**src/rtl/input_event_queue.sv**
```systemverilog
// input_event_queue: front-panel input collector. Synchronises and debounces
// NUM_BTN push-buttons plus the rotary centre switch, decodes the quadrature
// encoder into steps, and queues press/release/rotate event bytes in a
// show-ahead FIFO drained by the I2C slave register logic.
//
// Event byte: {type[1:0], index[5:0]}
//   00 press, 01 release (index = channel), 10 CW, 11 CCW (index = 0).
// Channel NUM_BTN is the rotary centre switch.
module input_event_queue #(
  parameter int unsigned NUM_BTN         = 3,
  parameter int unsigned DEBOUNCE_CYCLES = 350000,
  parameter int unsigned FIFO_DEPTH      = 8,
  parameter int unsigned POS_W           = 8
) (
  input  logic                          clk,
  input  logic                          reset,
  input  logic [NUM_BTN-1:0]            btn,
  input  logic                          rotary_center,
  input  logic                          rotary_a,
  input  logic                          rotary_b,
  input  logic                          evt_rd,
  input  logic                          clr_ovf,
  output logic                          evt_valid,
  output logic [7:0]                    evt_data,
  output logic [$clog2(FIFO_DEPTH):0]   evt_count,
  output logic                          overflow,
  output logic signed [POS_W-1:0]       position
);

  localparam int unsigned NCH     = NUM_BTN + 1;  // buttons + centre switch
  localparam int unsigned NRAW    = NUM_BTN + 3;  // channels + A + B
  localparam int unsigned NSRC    = NUM_BTN + 2;  // rotary + channels
  localparam int unsigned IDX_A   = NCH;
  localparam int unsigned IDX_B   = NCH + 1;
  localparam int unsigned DB_W    = $clog2(DEBOUNCE_CYCLES);
  localparam int unsigned PTR_W   = $clog2(FIFO_DEPTH);
  localparam int unsigned CNT_W   = PTR_W + 1;
  localparam logic [DB_W-1:0]  DB_LAST  = DB_W'(DEBOUNCE_CYCLES - 1);
  localparam logic [CNT_W-1:0] CNT_FULL = CNT_W'(FIFO_DEPTH);

  // ---------------------------------------------------------------------
  // Synchroniser
  // ---------------------------------------------------------------------
  logic [NRAW-1:0] w_raw;
  logic [NRAW-1:0] r_sync1;
  logic [NRAW-1:0] r_sync2;

  assign w_raw = {rotary_b, rotary_a, rotary_center, btn};

  // Two-flop synchroniser for every asynchronous input
  always_ff @(posedge clk or negedge reset) begin
    if (!reset) begin
      r_sync1 <= '0;
      r_sync2 <= '0;
    end else begin
      r_sync1 <= w_raw;
      r_sync2 <= r_sync1;
    end
  end

  // ---------------------------------------------------------------------
  // Debounce: one counter per channel, fire pulse on accepted level change
  // ---------------------------------------------------------------------
  logic [NCH-1:0][DB_W-1:0] r_db_cnt;
  logic [NCH-1:0]           r_stable;
  logic [NCH-1:0]           r_fire;

  // Count disagreement cycles; flip the stable level after DEBOUNCE_CYCLES
  always_ff @(posedge clk or negedge reset) begin
    if (!reset) begin
      r_db_cnt <= '0;
      r_stable <= '0;
      r_fire   <= '0;
    end else begin
      for (int c = 0; c < int'(NCH); c++) begin
        r_fire[c] <= 1'b0;
        if (r_sync2[c] == r_stable[c]) begin
          r_db_cnt[c] <= '0;
        end else if (r_db_cnt[c] == DB_LAST) begin
          r_db_cnt[c] <= '0;
          r_stable[c] <= r_sync2[c];
          r_fire[c]   <= 1'b1;
        end else begin
          r_db_cnt[c] <= r_db_cnt[c] + DB_W'(1);
        end
      end
    end
  end

  // ---------------------------------------------------------------------
  // Rotary quadrature filter and position counter
  // ---------------------------------------------------------------------
  logic             w_qa;
  logic             w_qb;
  logic             w_q1_n;
  logic             w_q2_n;
  logic             w_rise;
  logic             r_q1;
  logic             r_q2;
  logic             r_rot_fire;
  logic             r_rot_cw;
  logic [POS_W-1:0] r_pos;

  assign w_qa = r_sync2[IDX_A];
  assign w_qb = r_sync2[IDX_B];

  // q1 tracks the both-high/both-low states, q2 the phase order in between
  always_comb begin
    w_q1_n = r_q1;
    w_q2_n = r_q2;
    if (w_qa && w_qb) begin
      w_q1_n = 1'b1;
    end else if (!w_qa && !w_qb) begin
      w_q1_n = 1'b0;
    end
    if (!w_qa && w_qb) begin
      w_q2_n = 1'b1;
    end else if (w_qa && !w_qb) begin
      w_q2_n = 1'b0;
    end
    w_rise = w_q1_n & ~r_q1;
  end

  // Filter state, step pulse and wrapping position counter
  always_ff @(posedge clk or negedge reset) begin
    if (!reset) begin
      r_q1       <= 1'b0;
      r_q2       <= 1'b0;
      r_rot_fire <= 1'b0;
      r_rot_cw   <= 1'b0;
      r_pos      <= '0;
    end else begin
      r_q1       <= w_q1_n;
      r_q2       <= w_q2_n;
      r_rot_fire <= w_rise;
      if (w_rise) begin
        r_rot_cw <= r_q2;
        r_pos    <= r_q2 ? (r_pos + POS_W'(1)) : (r_pos - POS_W'(1));
      end
    end
  end

  // ---------------------------------------------------------------------
  // Pending slots (source 0 = rotary, source c+1 = channel c)
  // ---------------------------------------------------------------------
  logic [NSRC-1:0]       w_fire_src;
  logic [NSRC-1:0][7:0]  w_fire_byte;
  logic [NSRC-1:0]       r_pend_vld;
  logic [NSRC-1:0][7:0]  r_pend_data;
  logic [NSRC-1:0]       w_grant;
  logic                  w_push_req;
  logic [7:0]            w_push_byte;
  logic                  w_slot_lost;

  // Encode each source's fire pulse into its event byte
  always_comb begin
    w_fire_src     = '0;
    w_fire_byte    = '0;
    w_fire_src[0]  = r_rot_fire;
    w_fire_byte[0] = {1'b1, ~r_rot_cw, 6'd0};
    for (int c = 0; c < int'(NCH); c++) begin
      w_fire_src[c+1]  = r_fire[c];
      w_fire_byte[c+1] = {1'b0, ~r_stable[c], 6'(c)};
    end
  end

  // Fixed-priority arbiter: lowest source index wins
  always_comb begin
    w_grant     = '0;
    w_push_req  = 1'b0;
    w_push_byte = '0;
    for (int s = int'(NSRC) - 1; s >= 0; s--) begin
      if (r_pend_vld[s]) begin
        w_grant     = '0;
        w_grant[s]  = 1'b1;
        w_push_req  = 1'b1;
        w_push_byte = r_pend_data[s];
      end
    end
  end

  // A fire into a slot that is occupied and not leaving this cycle loses data
  assign w_slot_lost = |(w_fire_src & r_pend_vld & ~w_grant);

  // Slot capture; a new fire takes precedence over the grant clear
  always_ff @(posedge clk or negedge reset) begin
    if (!reset) begin
      r_pend_vld  <= '0;
      r_pend_data <= '0;
    end else begin
      for (int s = 0; s < int'(NSRC); s++) begin
        if (w_fire_src[s]) begin
          r_pend_vld[s]  <= 1'b1;
          r_pend_data[s] <= w_fire_byte[s];
        end else if (w_grant[s]) begin
          r_pend_vld[s]  <= 1'b0;
        end
      end
    end
  end

  // ---------------------------------------------------------------------
  // Show-ahead FIFO
  // ---------------------------------------------------------------------
  logic [7:0]       r_mem [FIFO_DEPTH];
  logic [PTR_W-1:0] r_wr_ptr;
  logic [PTR_W-1:0] r_rd_ptr;
  logic [CNT_W-1:0] r_count;
  logic [CNT_W-1:0] w_count_n;
  logic             r_valid;
  logic             r_ovf;
  logic             w_full;
  logic             w_do_pop;
  logic             w_do_push;
  logic             w_drop;

  // Push/pop qualification and next occupancy
  always_comb begin
    w_full    = (r_count == CNT_FULL);
    w_do_pop  = evt_rd && (r_count != '0);
    w_do_push = w_push_req && (!w_full || w_do_pop);
    w_drop    = w_push_req && !w_do_push;
    w_count_n = r_count;
    if (w_do_push && !w_do_pop) begin
      w_count_n = r_count + CNT_W'(1);
    end else if (!w_do_push && w_do_pop) begin
      w_count_n = r_count - CNT_W'(1);
    end
  end

  // Storage array; contents are don't-care until written
  always_ff @(posedge clk) begin
    if (w_do_push) begin
      r_mem[r_wr_ptr] <= w_push_byte;
    end
  end

  // Pointers, occupancy, valid flag and sticky overflow
  always_ff @(posedge clk or negedge reset) begin
    if (!reset) begin
      r_wr_ptr <= '0;
      r_rd_ptr <= '0;
      r_count  <= '0;
      r_valid  <= 1'b0;
      r_ovf    <= 1'b0;
    end else begin
      if (w_do_push) begin
        r_wr_ptr <= r_wr_ptr + PTR_W'(1);
      end
      if (w_do_pop) begin
        r_rd_ptr <= r_rd_ptr + PTR_W'(1);
      end
      r_count <= w_count_n;
      r_valid <= (w_count_n != '0);
      if (w_drop || w_slot_lost) begin
        r_ovf <= 1'b1;
      end else if (clr_ovf) begin
        r_ovf <= 1'b0;
      end
    end
  end

  assign evt_valid = r_valid;
  assign evt_data  = r_mem[r_rd_ptr];
  assign evt_count = r_count;
  assign overflow  = r_ovf;
  assign position  = r_pos;

endmodule

```
**config.mk**
```make
export PLATFORM = sky130hd
export DESIGN_NAME = input_event_queue
export DESIGN_NICKNAME = d
export VERILOG_FILES = /design/src/rtl/input_event_queue.sv
export SDC_FILE = /design/constraint.sdc
export NUM_CORES = 1
export LEC_CHECK = 0
export ABC_AREA = 1
export BUFFER_PORTS_ARGS = -buffer_cell sky130_fd_sc_hd__buf_2
export CAP_MARGIN = 20
export CORE_MARGIN = 8
export CORE_UTILIZATION = 35
export CTS_CLUSTER_DIAMETER = 200
export DETAILED_ROUTE_END_ITERATION = 8
export PLACE_DENSITY_LB_ADDON = 0.05
export RECOVER_POWER = 25
export SETUP_SLACK_MARGIN = 0.02
export SLEW_MARGIN = 10
export SYNTH_ARGS = -nofsm -noshare
export SYNTH_HDL_FRONTEND = slang
export SYNTH_SLANG_ARGS = --single-unit
export TNS_END_PERCENT = 50
```
**constraint.sdc**
```tcl
create_clock -name clk -period 2.9 [get_ports clk]
set_input_delay 0.145 -clock clk [delete_from_list [all_inputs] [get_ports clk]]
set_output_delay 0.145 -clock clk [all_outputs]
set_load 0.02 [all_outputs]
```
Word-level counts from Yosys, hierarchy flattened
Memory sizes are Yosys's and may differ from the RTL's.
Cells that the tools add are included.
{"block": "totals", "latchBits": 0, "reg_bits": 135, "romBits": 0, "mem_bits_rw": 64, "n_memories": 1, "out_inout_bits": 22, "in_bits": 10}
{"name": "r_mem", "depth": 8, "width": 8, "rd": 1, "rd_clocked_by_memory_dff": 0, "write_ports": 1, "line_no": "205", "text": "logic [7:0] r_mem [FIFO_DEPTH];"}
{"block": "op_classes", "shift": 0, "muxes": 52, "bitwise_logic": 14, "n_reduce_logical": 30, "mul": 0, "add_sub_neg": 10, "n_eq_ne": 9, "order_cmp": 0, "div": 0}
{"operator": "$mux 19", "count": 8}
{"operator": "$add 19x1->19 const B", "count": 4}
{"operator": "$eq 19x19->1 const B", "count": 4}
{"operator": "$mux 8", "count": 5}
{"operator": "$mux 1", "count": 31}
{"operator": "$mux 5", "count": 5}
{"operator": "$reduce_bool 2->1", "count": 7}
{"operator": "$and 5x5->5", "count": 2}
{"operator": "$not 1->1", "count": 10}
{"operator": "$logic_and 1x1->1", "count": 9}
{"operator": "$add 8x1->8 const B", "count": 1}
{"operator": "$mux 4", "count": 2}
{"operator": "$reduce_and 2->1", "count": 4}
{"operator": "$reduce_bool 4->1", "count": 2}
{"operator": "$sub 8x1->8 const B", "count": 1}
{"operator": "$mux 7", "count": 1}
{"operator": "$add 3x1->3 const B", "count": 2}
{"operator": "$logic_not 1->1", "count": 5}
{"operator": "$not 5->5", "count": 1}
{"operator": "$reduce_or 5->1", "count": 1}
{"operator": "$add 4x1->4 const B", "count": 1}
{"operator": "$eq 1x1->1", "count": 4}
{"operator": "$eq 4x4->1 const B", "count": 1}
{"operator": "$sub 4x1->4 const B", "count": 1}
{"operator": "2 further kinds", "count": 3}

Longest topological paths before layout
Gate-level depths: netlist of the first run.
{"block": "logic_depth", "word_depth": 11, "mapped_depth": 11, "ltp_nobuf": 11}

Least setup slack after synthesis of the first run
OpenSTA, ideal clock, no wires.
{"block": "synth_path", "path_kind": "register to register", "from": "register r_count[0], in the netlist evt_count[0]", "to": "memory r_mem[0][0], enable pin", "setup_time_ps": 329, "t_arrival_ps": 1638, "setup_slack_ps": 932, "path_buffers": 0, "stages_incl_launch_ff": 7, "path_cell_list": "dfrtp_1 inv_1 ha_1 nand4_1 nand2_1 or2_2 nor2_1"}
{"block": "synth_via", "elab_chain_len": 6}
{"item": "start, declared", "line_no": "208", "text": "logic [CNT_W-1:0] r_count;"}
{"item": "start signal, assigned", "line_no": "253", "text": "r_count <= w_count_n;"}
{"item": "$eq 4x4->1 or $reduce_bool 4->1 (tied branches)", "line_no": "219, 220"}
{"item": "$logic_not 1->1 or $logic_and 1x1->1 (tied branches)", "line_no": "221, 220"}
{"item": "$logic_or 1x1->1 (*)", "line_no": "221", "text": "w_do_push = w_push_req && (!w_full || w_do_pop);"}
{"item": "$logic_and 1x1->1 (*)", "line_no": "221"}
{"item": "$mux 1 (*)", "line_no": "233", "text": "if (w_do_push) begin"}
{"item": "$mux 1 (not written as such) (*)", "line_no": "234", "text": "r_mem[r_wr_ptr] <= w_push_byte;"}
{"item": "end, declared", "line_no": "205"}
Every way passes the cells marked *; elsewhere a longest branch is shown, timed or not.

Final worst setup path of the first run
{"block": "layout_path", "from": "register r_rd_ptr[0]", "to": "output evt_data[0]"}
{"block": "layout_via", "elab_chain_len": 1}
{"item": "start, declared", "line_no": "207", "text": "logic [PTR_W-1:0] r_rd_ptr;"}
{"item": "start signal, assigned", "line_no": "251", "text": "r_rd_ptr <= r_rd_ptr + PTR_W'(1);"}
{"item": "$mem_v2 8x8"}
{"item": "end, declared", "line_no": "24", "text": "output logic [7:0] evt_data,"}
No other way between the ends.

==> results of run 1 <==
## power breakdown
part	internal [mW]	total [mW]	switching, mW
Sequential	2.59	2.80	0.214
Clock	1.20	2.22	1.01
Combinational	0.559	1.52	0.960
Total	4.35	6.54	2.19
## routing by layer
metal,part of all wire (%),vias up
met2,45,61
met4,0.83,0
met3,2.9,9
met5,0,-
li1,-,3223
met1,52,2793
## tightest hold or removal path, stage by stage
cell,delay (ns)
buf_2,0.11
inv_1,0.06
a211oi_1,0.06
nand4_1,0.06
## Yosys cell counts (5+ instances only)
cell type  number
nand3_1        61
xnor2_1        18
dfrtp_1       134
nor2_1        167
ha_1           17
nor2_4          8
nor3_1         43
inv_2          12
o32ai_1         8
inv_1          86
edfxtp_1       32
nand2_1       200
a21oi_1        12
nor2_2         12
nand4_1        28
o21ai_0        26
or2_2           7
a31oi_1         5
xor2_1         35
## per-stage QoR
stage          worst slack [ns]  power [mW]  std cells
6_report                  0.768        6.54       1341
5_1_grt                   0.523        6.99       1341
4_1_cts                   0.724        6.65       1341
3_5_place_dp              0.840        4.39       1302
3_3_place_gp              0.906        4.39       1302
2_1_floorplan             0.932        3.95        960
## state kept, by name (all words and copies together) (netlist names), 3 cells and up
register and flops:
r_pend_vld 5, r_sync1 6, r_wr_ptr 3, r_rd_ptr 3
r_sync2 6, r_db_cnt 76, r_mem 32, r_pend_data 9
evt_count 4, position 8, r_stable 4, r_fire 4
## logic make-up (layout without fill, tap and decap cells)
group | Yosys count | in the layout | share of synthesized area (%)
AO/OA/AOI/OAI | 57 | 57 | 4.09
XOR/XNOR | 53 | 53 | 5.60
adder cells (fa/ha/maj) | 18 | 18 | 2.81
buffers and inverters | 113 | 175 | 5.37
flip-flops | 166 | 166 | 52.0
other | 1 | 4 | 0.0452
AND/OR/NAND/NOR | 549 | 549 | 30.1
## worst paths after layout
kind                                      to  slack [ns]  cells after the start
min in group asynchronous        r_rd_ptr[2]        0.79                      2
worst max register to register   r_mem[6][6]        0.88                      6
worst min-delay path                overflow        0.04                      4
worst max-delay path             evt_data[0]        0.77                      7
max in group asynchronous       r_db_cnt[17]        0.96                      3
worst min register to register    r_sync2[3]        0.35                      0
## layout make-up
cell class	count	area share [%]
inverter	100	3.96
multi-input combinational	681	37.4
clock buffer	17	4.48
clock inverter	15	1.50
tap	319	4.21
sequential	166	45.5
timing repair buffer	43	2.99
==> results.txt, run 1 <==
Worst-Margin Slew: 1.90 ns
vias in the first global route: 6145
Slew Viols, Final: 70
clock slew at reported path FFs: 0.07 ns
Fin. Hold Viols: 0
Core Area: 23400 um2
Setup Buffers After CTS: 0
Cell Pwr Density: 689 nW/um2
Mean Syn Cell Area: 8.67 um2
critical-path cell list: buf_4 > clkinv_1 > nor2_1 > o32ai_1 > nand2_1 > nand2_1 > buf_2
slowest cell on the critical path: clkinv_1
Root Buffer: clkbuf_16
drt wl/cell: 13.2 um
CTS hold repair buffers: 7
die width: 170 um
most frequent cells in the layout: nand2_1, nor2_1, dfrtp_1, inv_1, nand3_1
Worst-Skew Late Latency: 0.44 ns
EDFF count, synth: 32
Top Ports: 32
drt via density: 4.54
diodes inserted: 0
RSZ-0062 raised after global routing: false
RR Startpoint: evt_count[0]
violated checks: capacitance limit, slew limit
number of port buffers: 27
area of the multi-input gates: 3540 um2
global-route wire length before repair: 30.8 mm
Worst Setup End Kind: output pin
post-synthesis async set-or-reset flop share: 80.7%
initial DRC count: 354
grt ovf: 0
cell taking the most area after synthesis: dfrtp_1
Setup crit start: r_rd_ptr[0]
Main synth FF type: dfrtp_1
WP data required: 2.76 ns
Residual DRC: 0
Initial Util: 35.4%
area share of the largest cell type after synthesis: 40.4%
initial antenna violation count: 0
Max Cap Viol: 1
storage element area: 4310 um2
setup TNS: 0 ns
H-tree levels: 4
Hold Crit Class: input port to flip-flop
final instance area: 9490 um2
GPL Wtd Cong: 0.803
GRT Overall Usage: 13.2%
fin crit period: 2.13 ns
Worst VDD drop: 0.306 mV
Final Util: 40.5%
met1 Use GR: 18.0%
P&R area growth vs syn: 14.4%
Min Hold Slack: 0.0442 ns
final period utilization: 73.5%
Synth Instances: 957
most common cell after layout, fill and taps aside: nand2_1
std cell rows: 56
GR Layer Usage met3: 3.04%
Num CTS Buffers: 17
hpwl dp: 12.8 mm
final net count: 1037
CTS tree: yes
CP Class: flip-flop to output pin
Cell variety after synth: 41
most used cell, CP: nand2_1
clk_skew: 0.0145 ns
busiest grt layer: met2
post-CTS sizing: 0
synthesis-stage register bit count: 166
Seq/Total Area, Yosys: 52.0%
largest net degree at the start of global routing: 71
largest cells by area after synthesis: dfrtp_1, edfxtp_1, nand2_1, nor2_1, inv_1
# fillers: 2417
Ys Warns: 0
drt total wl: 17.7 mm
Final setup viols: 0
Setup crit start kind: flip-flop
routing usage on met2: 20.8%
drt pass-1 iters: 4
Critical Path AT: 1.99 ns
share of cells above drive strength 1: 11.7%
Hold Path Origin: clr_ovf
Vias: 6086
dpl cell area: 8850 um2
crit-path max cell delay: 0.39 ns
status: complete, but fails checks
Post-Synthesis Cell Area: 8290 um2
die height: 170 um
Clock Sinks: 166
die area: 28900 um2
remaining antenna violation count: 0
Worst slew margin: -27.0%
Worst Path Buf+Inv: 3
crit-path leading delay family: buffers and inverters
fmax: 0.469 GHz
Lkg Pwr: 4.00 nW
worst-path fanout max: 18
clock buffer depth: 2
No activity file was read; power rests on OpenSTA's default activity.
==> run 2: changes to the inputs <==
==> constraint.sdc (replaced) <==
create_clock -name clk -period 2.05 [get_ports clk]
set_input_delay 0.1025 -clock clk [delete_from_list [all_inputs] [get_ports clk]]
set_output_delay 0.1025 -clock clk [all_outputs]
set_load 0.02 [all_outputs]
==> run 2 against run 1 <==
Net effect:
- the flow now finishes without violations
- utilization is 0.37 points higher
- design area is 0.92% higher
- power is 42% higher
- sequential power is 40% higher
==> results.txt, run 2 (synthesis results as in run 1) <==
remaining antenna violation count: 0 (unchanged)
Hold Crit Class: input port to flip-flop
Reg with most FFs: r_db_cnt
Initial Util: 35.4% (unchanged)
Residual DRC: 0 (unchanged)
diodes inserted: 0 (unchanged)
die width: 170 um (unchanged)
drt total wl: 17.6 mm (-0.81%)
GRT Overall Usage: 13.1% (-0.13 points)
CP Class: flip-flop to flip-flop
fmax: 0.527 GHz
drt wl/cell: 13.0 um (-1.7%)
max reg flops: 76 (unchanged)
global-route wire length before repair: 30.5 mm (-1.1%)
Final Non-Filler Cells: 1353 (+0.89%)
most frequent cells in the layout: nand2_1, nor2_1, dfrtp_1, inv_1, nand3_1
Max Used Layer: met4
fin crit period: 1.90 ns
die area: 28900 um2 (unchanged)
Min Hold Slack: 0.0572 ns (+0.0130 ns)
most common cell after layout, fill and taps aside: nand2_1
biggest registers after layout: r_db_cnt (76), r_mem (32), r_pend_data (9)
GPL Wtd Cong: 0.809 (+0.75%)
crit-path max cell delay: 0.41 ns (+0.02 ns)
drt pass-1 iters: 4 (unchanged)
Setup Buffers After CTS: 0 (unchanged)
number of port buffers: 27 (unchanged)
status: completed
share of cells above drive strength 1: 13.1% (+1.3 points)
Cell Pwr Density: 967 nW/um2 (+40%)
largest net degree at the start of global routing: 80 (+13%)
Clock Sinks: 166 (unchanged)
WP data required: 2.14 ns (-0.62 ns)
drt via density: 4.54 (+0.14%)
H-tree levels: 4 (unchanged)
Lkg Pwr: 4.03 nW (+0.76%)
hpwl dp: 13.0 mm (+1.1%)
slowest cell on the critical path: dfrtp_1
crit-path leading delay family: simple AND/OR/NAND/NOR gates
Worst slew margin: 11.4% (+38 points)
Critical Path AT: 1.99 ns (about the same)
Worst Path Buf+Inv: 2 (-1)
Worst VDD drop: 0.407 mV (+33%)
dpl cells: 1312 (+0.77%)
Max Cap Viol: 0 (-1)
die height: 170 um (unchanged)
Met1 Wirelength: 8.97 mm (-2.2%)
Worst Setup End Kind: flip-flop
final instance area: 9570 um2 (+0.92%)
Design Power: 9.26 mW (+42%)
dpl cell area: 8930 um2 (+0.85%)
Num CTS Buffers: 17 (unchanged)
critical-path cell list: inv_1 > ha_1 > nand4_1 > nand2_1 > inv_1 > nand2_1 > nor2_1
# fillers: 2399 (-0.74%)
clock buffer depth: 2 (unchanged)
initial antenna violation count: 0 (unchanged)
clock slew at reported path FFs: 0.06 ns (about the same)
Slew Viols, Final: 0 (-100%)
Core Area: 23400 um2 (unchanged)
area of the multi-input gates: 3560 um2 (+0.42%)
metal3 WL: 489 um (-3.4%)
Final Util: 40.9% (+0.37 points)
P&R area growth vs syn: 15.4%
clk_skew: 0.00927 ns (-0.00524 ns)
Setup crit start kind: flip-flop
Fin. Hold Viols: 0 (unchanged)
initial DRC count: 317 (-10%)
CTS tree: yes
Worst-Skew Late Latency: 0.43 ns (about the same)
Root Buffer: clkbuf_16
final net count: 1049 (+1.2%)
Final setup viols: 0 (unchanged)
final period utilization: 92.6%
worst-path fanout max: 5 (-13)
Vias: 6149 (+1.0%)
grt ovf: 0 (unchanged)
Worst-Margin Slew: 1.33 ns (-0.576 ns)
vias in the first global route: 6091 (-0.88%)
metal2 WL: 7.98 mm (+0.96%)
RSZ-0062 raised after global routing: true
storage element area: 4310 um2 (unchanged)
std cell rows: 56 (unchanged)
Top Ports: 32 (unchanged)
-- run 2: worst register-to-register path: cells and delay by family, from the launching register on --
| kind | cells | cell delay (ns) |
|---|---|---|
| fa+ha+maj | 1 | 0.20 |
| flops | 1 | 0.41 |
| simple gates | 4 | 0.77 |
| buf+inv | 2 | 0.20 |
-- run 2: through the flow --
stage               setup WS (ns)  setup TNS, ns
floorplan                  0.0823              0
global placement            0.170              0
detailed placement         0.0597              0
CTS                        0.0471              0
global route              -0.0394         -0.702
finish                      0.151              0
-- run 2: worst paths after layout --
| kind | startpoint | endpoint | slack (ns) | depth (start not counted) |
|---|---|---|---|---|
| setup / recovery | evt_count[1] | r_mem[1][7] | 0.15 | 7 |
| hold / removal | evt_rd | r_rd_ptr[1] | 0.06 | 5 |
| setup reg to reg | evt_count[1] | r_mem[1][7] | 0.15 | 7 |
| hold reg to reg | r_sync1[0] | r_sync2[0] | 0.35 | 0 |
| max in group asynchronous | reset | r_db_cnt[62] | 0.33 | 3 |
| min in group asynchronous | reset | r_rd_ptr[2] | 0.50 | 2 |
-- run 2: metal layers --
layer	track usage (%)	vias up
met1	17.9	2844
met2	20.5	56
met5	0	-
met4	3.55	0
met3	3.22	11
li1	-	3238
-- run 2: cell type report --
type,count,share of cell area [%]
Sequential cell,166,45.1
Multi-Input combinational cell,681,37.2
Clock buffer,18,4.48
Tap cell,319,4.17
Inverter,100,3.96
Timing Repair Buffer,55,3.83
Clock inverter,14,1.31
-- run 2: timing repair --
| action | CTS | global route |
|---|---|---|
| endpoints found under the setup margin | 0 | 31 |
| gates resized for setup | 0 | 7 |
| endpoints found under the hold margin | 141 | 0 |
| hold buffers | 8 | 0 |
-- run 2: power by group --
part	leakage (nW)	total [mW]	switching, mW	internal [mW]
registers	2.07	3.93	0.260	3.67
clock network	0.259	3.03	1.35	1.68
logic	1.70	2.30	1.44	0.864
total	4.03	9.26	3.05	6.21
==> run 3: changes to the inputs <==
--- a/config.mk
+++ b/config.mk
@@ -14,6 +14,7 @@
 export DETAILED_ROUTE_END_ITERATION = 8
 export PLACE_DENSITY_LB_ADDON = 0.05
 export RECOVER_POWER = 25
+export REMOVE_ABC_BUFFERS = 1
 export SETUP_SLACK_MARGIN = 0.02
 export SLEW_MARGIN = 10
 export SYNTH_ARGS = -nofsm -noshare
==> run 3 against run 2 <==
Net effect:
- largest power group unchanged
- utilization up 0.13 points
- clock skew shrank 0.00076 ns
- cell count barely moved
==> results.txt, run 3 (synthesis results as in run 1) <==
Num CTS Buffers: 17 (unchanged)
number of port buffers: 27 (unchanged)
hold path endpoint: r_rd_ptr[1]
CP Class: flip-flop to flip-flop
Cell Pwr Density: 980 nW/um2 (+1.3%)
die height: 170 um (unchanged)
CTS tree: yes
Final Util: 41.0% (+0.13 points)
Setup Buffers After CTS: 0 (unchanged)
vias in the first global route: 6259 (+2.8%)
area of the multi-input gates: 3550 um2 (-0.14%)
Lkg Pwr: 4.06 nW (+0.77%)
RR Startpoint: evt_count[1]
Top Ports: 32 (unchanged)
Hold Path Origin: evt_rd
drt pass-1 iters: 5 (+1)
Hold Path Depth: 4 (-1)
P&R area growth vs syn: 15.8%
most common cell after layout, fill and taps aside: nand2_1
setup TNS: 0 ns (unchanged)
Hold Crit Class: input port to flip-flop
initial DRC count: 343 (+8.2%)
Worst slew margin: 30.9% (+19 points)
Root Buffer: clkbuf_16
initial antenna violation count: 0 (unchanged)
WP data required: 2.13 ns (about the same)
Fin. Hold Viols: 0 (unchanged)
Final Non-Filler Cells: 1354 (+0.074%)
switching share of power: 31.9% (-1.0 points)
status: completed
RSZ-0062 raised after global routing: true
dpl cells: 1313 (+0.076%)
global-route wire length before repair: 30.6 mm (+0.54%)
R2R Path End: r_mem[2][7]
worst-path fanout max: 5 (unchanged)
Worst Setup End Kind: flip-flop
final period utilization: 96.4% (+3.8 points)
H-tree levels: 4 (unchanged)
diodes inserted: 0 (unchanged)
drt total wl: 17.7 mm (+0.73%)
die area: 28900 um2 (unchanged)
Max Cap Viol: 0 (unchanged)
Core Area: 23400 um2 (unchanged)
remaining antenna violation count: 0 (unchanged)
storage element area: 4320 um2 (about the same)
Int Pwr: 6.41 mW (+3.2%)
Initial Util: 35.4% (unchanged)
std cell rows: 56 (unchanged)
grt ovf: 0 (unchanged)
flop2flop setup slack: 0.07 ns (-0.08 ns)
Final setup viols: 0 (unchanged)
clock buffer depth: 2 (unchanged)
fin crit period: 1.98 ns (+0.0779 ns)
Worst-Margin Slew: 1.04 ns (-0.292 ns)
clock slew at reported path FFs: 0.06 ns (about the same)
GRT Overall Usage: 13.0% (-0.077 points)
biggest registers after layout: r_db_cnt (76), r_mem (32), r_pend_data (9)
Worst-Skew Late Latency: 0.42 ns (about the same)
clk_skew: 0.00851 ns (-0.000761 ns)
Reg with most FFs: r_db_cnt
drt wl/cell: 13.1 um (+0.65%)
Clk pwr share: 33.7% (+0.9 points)
Comb pwr share: 24.5% (-0.3 points)
most frequent cells in the layout: nand2_1, nor2_1, dfrtp_1, inv_1, nand3_1
# fillers: 2358 (-1.7%)
Switch Pwr: 3.00 mW (-1.5%)
part of the power in registers: 41.8% (-0.6 points)
drt via density: 4.58 (+0.80%)
Vias: 6203 (+0.88%)
Worst VDD drop: 0.571 mV (+40%)
share of cells above drive strength 1: 12.9% (-0.21 points)
largest net degree at the start of global routing: 41 (-49%)
fmax: 0.506 GHz (-3.9%)
Residual DRC: 0 (unchanged)
GPL Wtd Cong: 0.805 (-0.51%)
Slew Viols, Final: 0 (unchanged)
max reg flops: 76 (unchanged)
die width: 170 um (unchanged)
hpwl dp: 13.1 mm (+0.54%)
Clock Sinks: 166 (unchanged)
Critical Path AT: 2.06 ns (+0.07 ns)
Setup crit start kind: flip-flop
Worst R2R Path Depth: 6 (-1)
final net count: 1050 (+0.095%)
==> run 3: cell types whose count changed in the layout (fill, tap and decap cells not counted), moves of 2 or more <==
cell	before	now
nor2_2	18	13
clkinvlp_4	5	2
clkinv_2	1	3
inv_6	4	1
clkinv_1	3	1
clkinv_4	2	4
buf_2	26	24
clkbuf_8	0	2
clkbuf_1	2	4
buf_4	16	19
nor2_1	161	166
==> run 3: metrics by stage <==
stage	instance area, um2	hold WS (ns)	worst slack, ns	total power [mW]
4_1_cts	9600	0.0481	0.0269	9.55
2_1_floorplan	8230	-0.193	0.0823	5.53
3_5_place_dp	8940	0.0510	0.0430	6.30
6_report	9600	0.0561	0.0734	9.41
3_3_place_gp	8940	0.0531	0.153	6.32
5_1_grt	9600	0.0768	-0.0806	10.0
==> run 3: power by group through the flow <==
| stage | clock network [mW] | logic, mW | registers (mW) |
|---|---|---|---|
| final | 3.17 | 2.30 | 3.93 |
| after detailed placement | 0 | 2.32 | 3.99 |
| after CTS | 3.29 | 2.33 | 3.93 |
| after global placement | 0 | 2.32 | 3.99 |
| after floorplan | 0 | 1.39 | 4.14 |
| after global routing | 3.42 | 2.64 | 3.98 |
==> run 3: final cells by class <==
type | count | area share [%]
clock buffers | 21 | 4.79
clock inverters | 11 | 1.32
inverters | 100 | 3.95
multi-input cells | 681 | 37.0
flip-flops and latches | 166 | 44.9
well taps | 319 | 4.16
repair buffers | 56 | 3.83
==> run 3: worst max-delay path, stage by stage, from the launching register on <==
cell and delay (ns):
dfrtp_1 0.41, inv_1 0.08, ha_1 0.20, nand4_1 0.17, nand2_1 0.12, or2_2 0.34
nor2_1 0.31
==> run 3: what timing repair did <==
| action | in CTS | in global routing |
|---|---|---|
| endpoints found under the setup margin | 0 | 20 |
| hold buffers | 8 | 0 |
| hold endpoints to repair | 82 | 0 |
| gates resized for setup | 0 | 4 |
==> run 3: worst max path at each step <==
stage                       startpoint     endpoint  slack, ns  depth (start not counted)
after global placement    evt_count[1]  r_mem[0][6]       0.15                          6
after floorplan           evt_count[0]  r_mem[0][0]       0.08                          6
final                     evt_count[1]  r_mem[2][7]       0.07                          6
after global routing      evt_count[1]  r_mem[4][1]      -0.08                          6
after CTS                 evt_count[1]  r_mem[2][7]       0.03                          6
after detailed placement  evt_count[1]  r_mem[2][1]       0.04                          6
==> run 3: routing by layer <==
metal / vias up / global-route usage (%) / share of wire, %
li1: 3235 / - / -
met1: 2891 / 17.8 / 51
met2: 62 / 20.6 / 45
met3: 15 / 2.66 / 2.9
met4: 0 / 3.78 / 1.1
met5: - / 0 / 0
